===== src/rtl/bit_deinterleaver.sv =====
// rtl/bit_deinterleaver.sv - block bit deinterleaver with a two-bank ping-pong RAM
//
// Purpose
//   Sits directly after the soft/hard demodulator. Each block of N_ROW*N_COL
//   input bits is written row-wise into one RAM bank. The bank is then read
//   back column-wise, which restores the pre-interleave bit order for the
//   channel decoder. While one bank is being read, the other bank can be filled.
//
// Ports
//   clk      in   1   system clock, rising edge
//   rst      in   1   asynchronous reset, active low
//   di       in   1   demodulated input bit
//   di_vld   in   1   di qualifier; gaps allowed anywhere
//   do_bit   out  1   deinterleaved output bit
//   do_vld   out  1   do_bit qualifier
//   do_sof   out  1   pulse with the first bit of each output block
//   do_eof   out  1   pulse with the last bit of each output block
//   blk_cnt  out  16  count of completed output blocks (BIT_DEINTLV_BLKCNT_EN only)
//
// Configuration
//   BIT_DEINTLV_BLKCNT_EN  when defined, adds the blk_cnt port and its counter

module bit_deinterleaver #(
   parameter int N_ROW = 16,
   parameter int N_COL = 64,
   parameter int AW    = $clog2(N_ROW * N_COL)
) (
   input  logic        clk,
   input  logic        rst,
   input  logic        di,
   input  logic        di_vld,
   output logic        do_bit,
   output logic        do_vld,
   output logic        do_sof,
   output logic        do_eof
`ifdef BIT_DEINTLV_BLKCNT_EN
   ,
   output logic [15:0] blk_cnt
`endif
);

   localparam int N  = N_ROW * N_COL;
   localparam int RW = $clog2(N_ROW);
   localparam int CW = $clog2(N_COL);

   typedef enum logic {
      S_IDLE,
      S_READ
   } state_t;

   // Two banks of N bits, addressed as {bank, offset}. Contents survive reset.
   logic mem [0:2*N-1];

   logic [AW-1:0] wr_cnt;
   logic          wr_bank;
   logic          wr_last;
   logic [1:0]    full;

   state_t        state;
   state_t        state_nxt;
   logic [RW-1:0] row_cnt;
   logic [CW-1:0] col_cnt;
   logic          rd_bank;
   logic          rd_en;
   logic          rd_first;
   logic          rd_last;
   logic [AW-1:0] rd_addr;

   // ------------------------------------------------------------------
   // Write side: linear row-major fill of the current write bank
   // ------------------------------------------------------------------
   assign wr_last = di_vld && (wr_cnt == AW'(N - 1));

   always_ff @(posedge clk or negedge rst) begin
      if (!rst) begin
         wr_cnt  <= '0;
         wr_bank <= 1'b0;
      end else if (di_vld) begin
         if (wr_last) begin
            wr_cnt  <= '0;
            wr_bank <= ~wr_bank;
         end else begin
            wr_cnt <= wr_cnt + AW'(1);
         end
      end
   end

   always_ff @(posedge clk) begin
      if (di_vld) begin
         mem[{wr_bank, wr_cnt}] <= di;
      end
   end

   // Reader clears its bank and writer sets its bank in the same cycle
   // without interfering; the two always refer to different banks in
   // legal operation.
   always_ff @(posedge clk or negedge rst) begin
      if (!rst) begin
         full <= 2'b00;
      end else begin
         if (rd_last) begin
            full[rd_bank] <= 1'b0;
         end
         if (wr_last) begin
            full[wr_bank] <= 1'b1;
         end
      end
   end

   // ------------------------------------------------------------------
   // Read side FSM
   // ------------------------------------------------------------------
   always_ff @(posedge clk or negedge rst) begin
      if (!rst) begin
         state <= S_IDLE;
      end else begin
         state <= state_nxt;
      end
   end

   always_comb begin
      state_nxt = state;
      rd_en     = 1'b0;
      rd_last   = 1'b0;
      case (state)
         S_IDLE: begin
            if (full[rd_bank]) begin
               state_nxt = S_READ;
            end
         end
         S_READ: begin
            rd_en = 1'b1;
            if ((row_cnt == RW'(N_ROW - 1)) && (col_cnt == CW'(N_COL - 1))) begin
               rd_last = 1'b1;
               // Continue straight into the other bank when it is already
               // complete so back-to-back blocks leave no bubble.
               if (!full[~rd_bank]) begin
                  state_nxt = S_IDLE;
               end
            end
         end
         default: state_nxt = S_IDLE;
      endcase
   end

   assign rd_first = (row_cnt == '0) && (col_cnt == '0);

   // Row is the fast counter, column the slow one: output index j reads
   // address (j % N_ROW) * N_COL + j / N_ROW without any divider.
   assign rd_addr = AW'(row_cnt) * AW'(N_COL) + AW'(col_cnt);

   always_ff @(posedge clk or negedge rst) begin
      if (!rst) begin
         row_cnt <= '0;
         col_cnt <= '0;
         rd_bank <= 1'b0;
      end else if (rd_en) begin
         if (row_cnt == RW'(N_ROW - 1)) begin
            row_cnt <= '0;
            if (col_cnt == CW'(N_COL - 1)) begin
               col_cnt <= '0;
               rd_bank <= ~rd_bank;
            end else begin
               col_cnt <= col_cnt + CW'(1);
            end
         end else begin
            row_cnt <= row_cnt + RW'(1);
         end
      end
   end

   // ------------------------------------------------------------------
   // Registered RAM read and output flags, one cycle after address issue
   // ------------------------------------------------------------------
   always_ff @(posedge clk or negedge rst) begin
      if (!rst) begin
         do_bit <= 1'b0;
         do_vld <= 1'b0;
         do_sof <= 1'b0;
         do_eof <= 1'b0;
      end else begin
         do_bit <= rd_en ? mem[{rd_bank, rd_addr}] : 1'b0;
         do_vld <= rd_en;
         do_sof <= rd_en && rd_first;
         do_eof <= rd_last;
      end
   end

`ifdef BIT_DEINTLV_BLKCNT_EN
   // Advances on the same edge that raises do_eof; wraps naturally.
   always_ff @(posedge clk or negedge rst) begin
      if (!rst) begin
         blk_cnt <= 16'd0;
      end else if (rd_last) begin
         blk_cnt <= blk_cnt + 16'd1;
      end
   end
`endif

endmodule

===== config.mk =====
export PLATFORM = sky130hd
export DESIGN_NAME = bit_deinterleaver
export DESIGN_NICKNAME = d
export VERILOG_FILES = /design/src/rtl/bit_deinterleaver.sv
export SDC_FILE = /design/constraint.sdc
export NUM_CORES = 2
export LEC_CHECK = 0
export BUFFER_PORTS_ARGS = -buffer_cell sky130_fd_sc_hd__buf_2
export CAP_MARGIN = 10
export CORE_MARGIN = 5
export CORE_UTILIZATION = 35
export CTS_CLUSTER_SIZE = 10
export DETAILED_ROUTE_END_ITERATION = 8
export PLACE_DENSITY = 0.48
export SYNTH_ARGS = -nofsm -noshare
export SYNTH_HDL_FRONTEND = slang
export SYNTH_SLANG_ARGS = --single-unit

===== constraint.sdc =====
create_clock -name clk -period 2.9 [get_ports clk]
set_input_delay 0 -clock clk [delete_from_list [all_inputs] [get_ports clk]]
set_output_delay 0 -clock clk [all_outputs]
set_load 0.05 [all_outputs]

==> impl_metrics.yaml <==
run_status:
  outcome: "finished with violations"
  violations: "negative setup slack"
worst_setup_path:
  path_cells: "buf_12, buf_12, buf_6, mux4_2, a22oi_1, a21oi_1, nor3_2, buf_4, nor3_2, o211ai_1, buf_4, a32oi_1"
  path_class: "reg2reg"
  arrival_ns: 4.13
  cp_max_fo: 8
  slowest_stage: "mux4_2"
  critPathMaxStageDelay_ns: 0.51
  endpoint_kind: "register"
  critPathLaunchType: "register"
  cp.required_ns: 3.64
route:
  drc: 0
  dr.first_iter.drc_count: 5979
  totalWireLength_mm: 303
  via_per_inst: 5.59
  antenna_left: 0
  drt-pass1-iter-count: 6
  via_count: 55934
  wl_per_cell_um: 30.2
run:
  max_cap_violations: 0
clock_network:
  clock_sinks: 2077
  cts.htree.levels: 4
  clkLatencyLatePin_ns: 0.89
  path_clk_slew_ns: 0.06
  clock-root-buffer: "clkbuf_16"
  cts_buffers: 236
  cts_tree: "yes"
  ctsLongestPathBuffers: 3
yosys:
  synthTopCellsByArea: "edfxtp_1, mux4_2, nor2_1"
  synth_edf_count: 2048
  ys.warnings.count: 0
  synthFlopType: "edfxtp_1"
  synth_cell_type_count: 73
  syn_area_per_cell_um2: 14.5
  ys_seq_area_frac: 0.691
  synth_area_um2: 90000
  syn_nets: 6210
  yosys.area.top_type: "edfxtp_1"
  synth_top_area_share: 0.683
  async_flop_share: 0.0140
  synthCells: 6198
  ys_seq_elements: 2077
floorplan:
  die_x_um: 517
  coreArea_um2: 256000
  ios: 8
  die_area_um2: 267000
  rows: 186
  die_h_um: 517
  initial_core_util: 0.351
pwr:
  intPower_mw: 48.5
  swShare: 0.231
  pwr-share-clk: 0.427
  peakVddDrop_mv: 0.523
  leakagePower_nw: 34.4
  power_density_nw_per_um2: 596
  combPwrFrac: 0.048
  p_switching_mw: 14.6
  seq_power_share: 0.525
placement:
  place.port_buffers: 7
  routabilityCongestion: 0.816
  detailed_place_hpwl_mm: 176
  dpl_cell_area_um2: 98300
cells_and_area:
  area_growth_pct: 17.7
  layout_common_cells: "nor2_1, edfxtp_1, buf_4"
  final_common_cell: "nor2_1"
  fillers: 23807
  drive_above_1_share: 0.219
  design_area_um2: 106000
  fin_nets: 6509
sta:
  period_needed_ns: 3.39
  fmax_ghz: 0.295
  fin_worst_skew_ns: 0.0716
  hold_viol_final: 0
  slew_headroom: 0.179
  whs_ns: 0.0744
  post-route-period-util: 1.17
  fin_ws_ns: -0.491
  drv_slew: 0
  setup_violations: 1
  rsz0062_at_grt: "true"
  tns_ns: -0.491
  tightest_slew_ns: 1.23
grt:
  antenna_found_initial: 4
  overflow: 0
  grt_pass1_wl_mm: 425
  grt_max_degree: 268
  grt_use_total: 0.223
  grt_pass1_vias: 55636
min_path:
  hold_path_class: "in2reg"
[through the flow]
stage               cells  worst slack, ns  utilization  power (mW)
floorplan            6198            0.214            -        34.6
global placement     9599            -1.25        0.383        36.7
detailed placement   9600            -1.23        0.383        36.8
CTS                  9973           -0.514        0.411        63.6
global route        10003           -0.533        0.413        65.0
finish              10008           -0.491        0.413        63.1
[path summary, 6_finish.rpt]
check | from | end | slack [ns] | cells past startpoint
min in group asynchronous | rst | do_eof$_DFF_PN0_ | 0.13 | 4
setup / recovery | col_cnt[0]$_DFFE_PN0P_ | do_bit$_DFF_PN0_ | -0.49 | 12
hold / removal | di | mem[592]$_DFFE_PP_ | 0.07 | 2
max in group asynchronous | rst | col_cnt[2]$_DFFE_PN0P_ | 2.52 | 4
hold reg to reg | full[1]$_DFF_PN0_ | full[1]$_DFF_PN0_ | 0.53 | 1
setup reg to reg | col_cnt[0]$_DFFE_PN0P_ | do_bit$_DFF_PN0_ | -0.49 | 12
[worst max-delay path, delay by kind of cell, from the launching register on]
family | cells | cell delay [ns]
AO/OA/AOI/OAI | 4 | 1.10
multiplexers | 1 | 0.51
flip-flops | 1 | 0.50
AND/OR/NAND/NOR | 2 | 0.25
buffers and inverters | 5 | 0.84
[registers in the layout, summed over array words and instances (netlist names)]
| signal | cells |
|---|---|
| do_bit | 1 |
| do_eof | 1 |
| state | 1 |
| col_cnt | 6 |
| rd_bank | 1 |
| wr_cnt | 10 |
| wr_bank | 1 |
| row_cnt | 4 |
| mem | 2048 |
| do_vld | 1 |
| full | 2 |
| do_sof | 1 |
[power by group through the flow]
stage                     Clock, mW  Sequential, mW  Combinational, mW
after global placement            0            33.7               2.98
after CTS                      27.5            33.1               3.03
after floorplan                   0            33.7              0.863
final                          27.0            33.1               3.01
after detailed placement          0            33.7               3.02
after global routing           28.8            33.1               3.10
[area by class of cell]
cell class	count	area, µm²	area share
Antenna cell	6	15.0	0.000142
Tap cell	3384	4230	0.0400
Multi-Input combinational cell	3504	25200	0.238
Timing Repair Buffer	668	7450	0.0704
Clock inverter	30	417	0.00393
Sequential cell	2077	62200	0.588
Inverter	10	43.8	0.000414
Clock buffer	329	6270	0.0593
[cell usage after synthesis (all sizes together), types with 12 or more instances]
cell	instances
a21oi	63
a221o	12
a221oi	53
a22oi	104
a31oi	14
and2	13
buf	173
clkbuf	434
dfrtp	29
edfxtp	2048
mux2	16
mux2i	205
mux4	432
nand2	173
nand3	36
nand4	16
nor2	2105
nor2b	13
nor3	22
nor4	12
o21ai	55
o221ai	13
o22ai	14
[timing repair]
action | in CTS | in global routing
gates cloned | 4 | 4
hold buffers | 6 | 0
hold endpoints to repair | 692 | 0
setup endpoints to repair | 1 | 1
resized for setup | 31 | 40
buffers inserted | 5 | 25
pin swaps | 9 | 16
[layer usage]
metal | track usage | part of all wire | routed length, µm | up-vias
li1 | - | - | - | 23438
met1 | 0.307 | 0.43 | 129000 | 30094
met2 | 0.370 | 0.48 | 146000 | 1964
met3 | 0.0312 | 0.063 | 19000 | 438
met4 | 0.0606 | 0.030 | 8970 | 0
met5 | 0 | 0 | 0 | -
[cells by family (layout without fill, tap and decap cells)]
family	after synthesis	in the layout	share of synthesized area
muxes	653	653	0.134
AOI/OAI and AO/OA	402	402	0.0324
DFF	2077	2077	0.691
and+or+nand+nor	2431	2431	0.105
xor gates and xnor gates	10	10	0.000973
adders and majority gates	8	8	0.00111
buffers and inverters	617	1037	0.0345
other	0	6	0
Note: power is estimated with default switching activity, not from simulation.
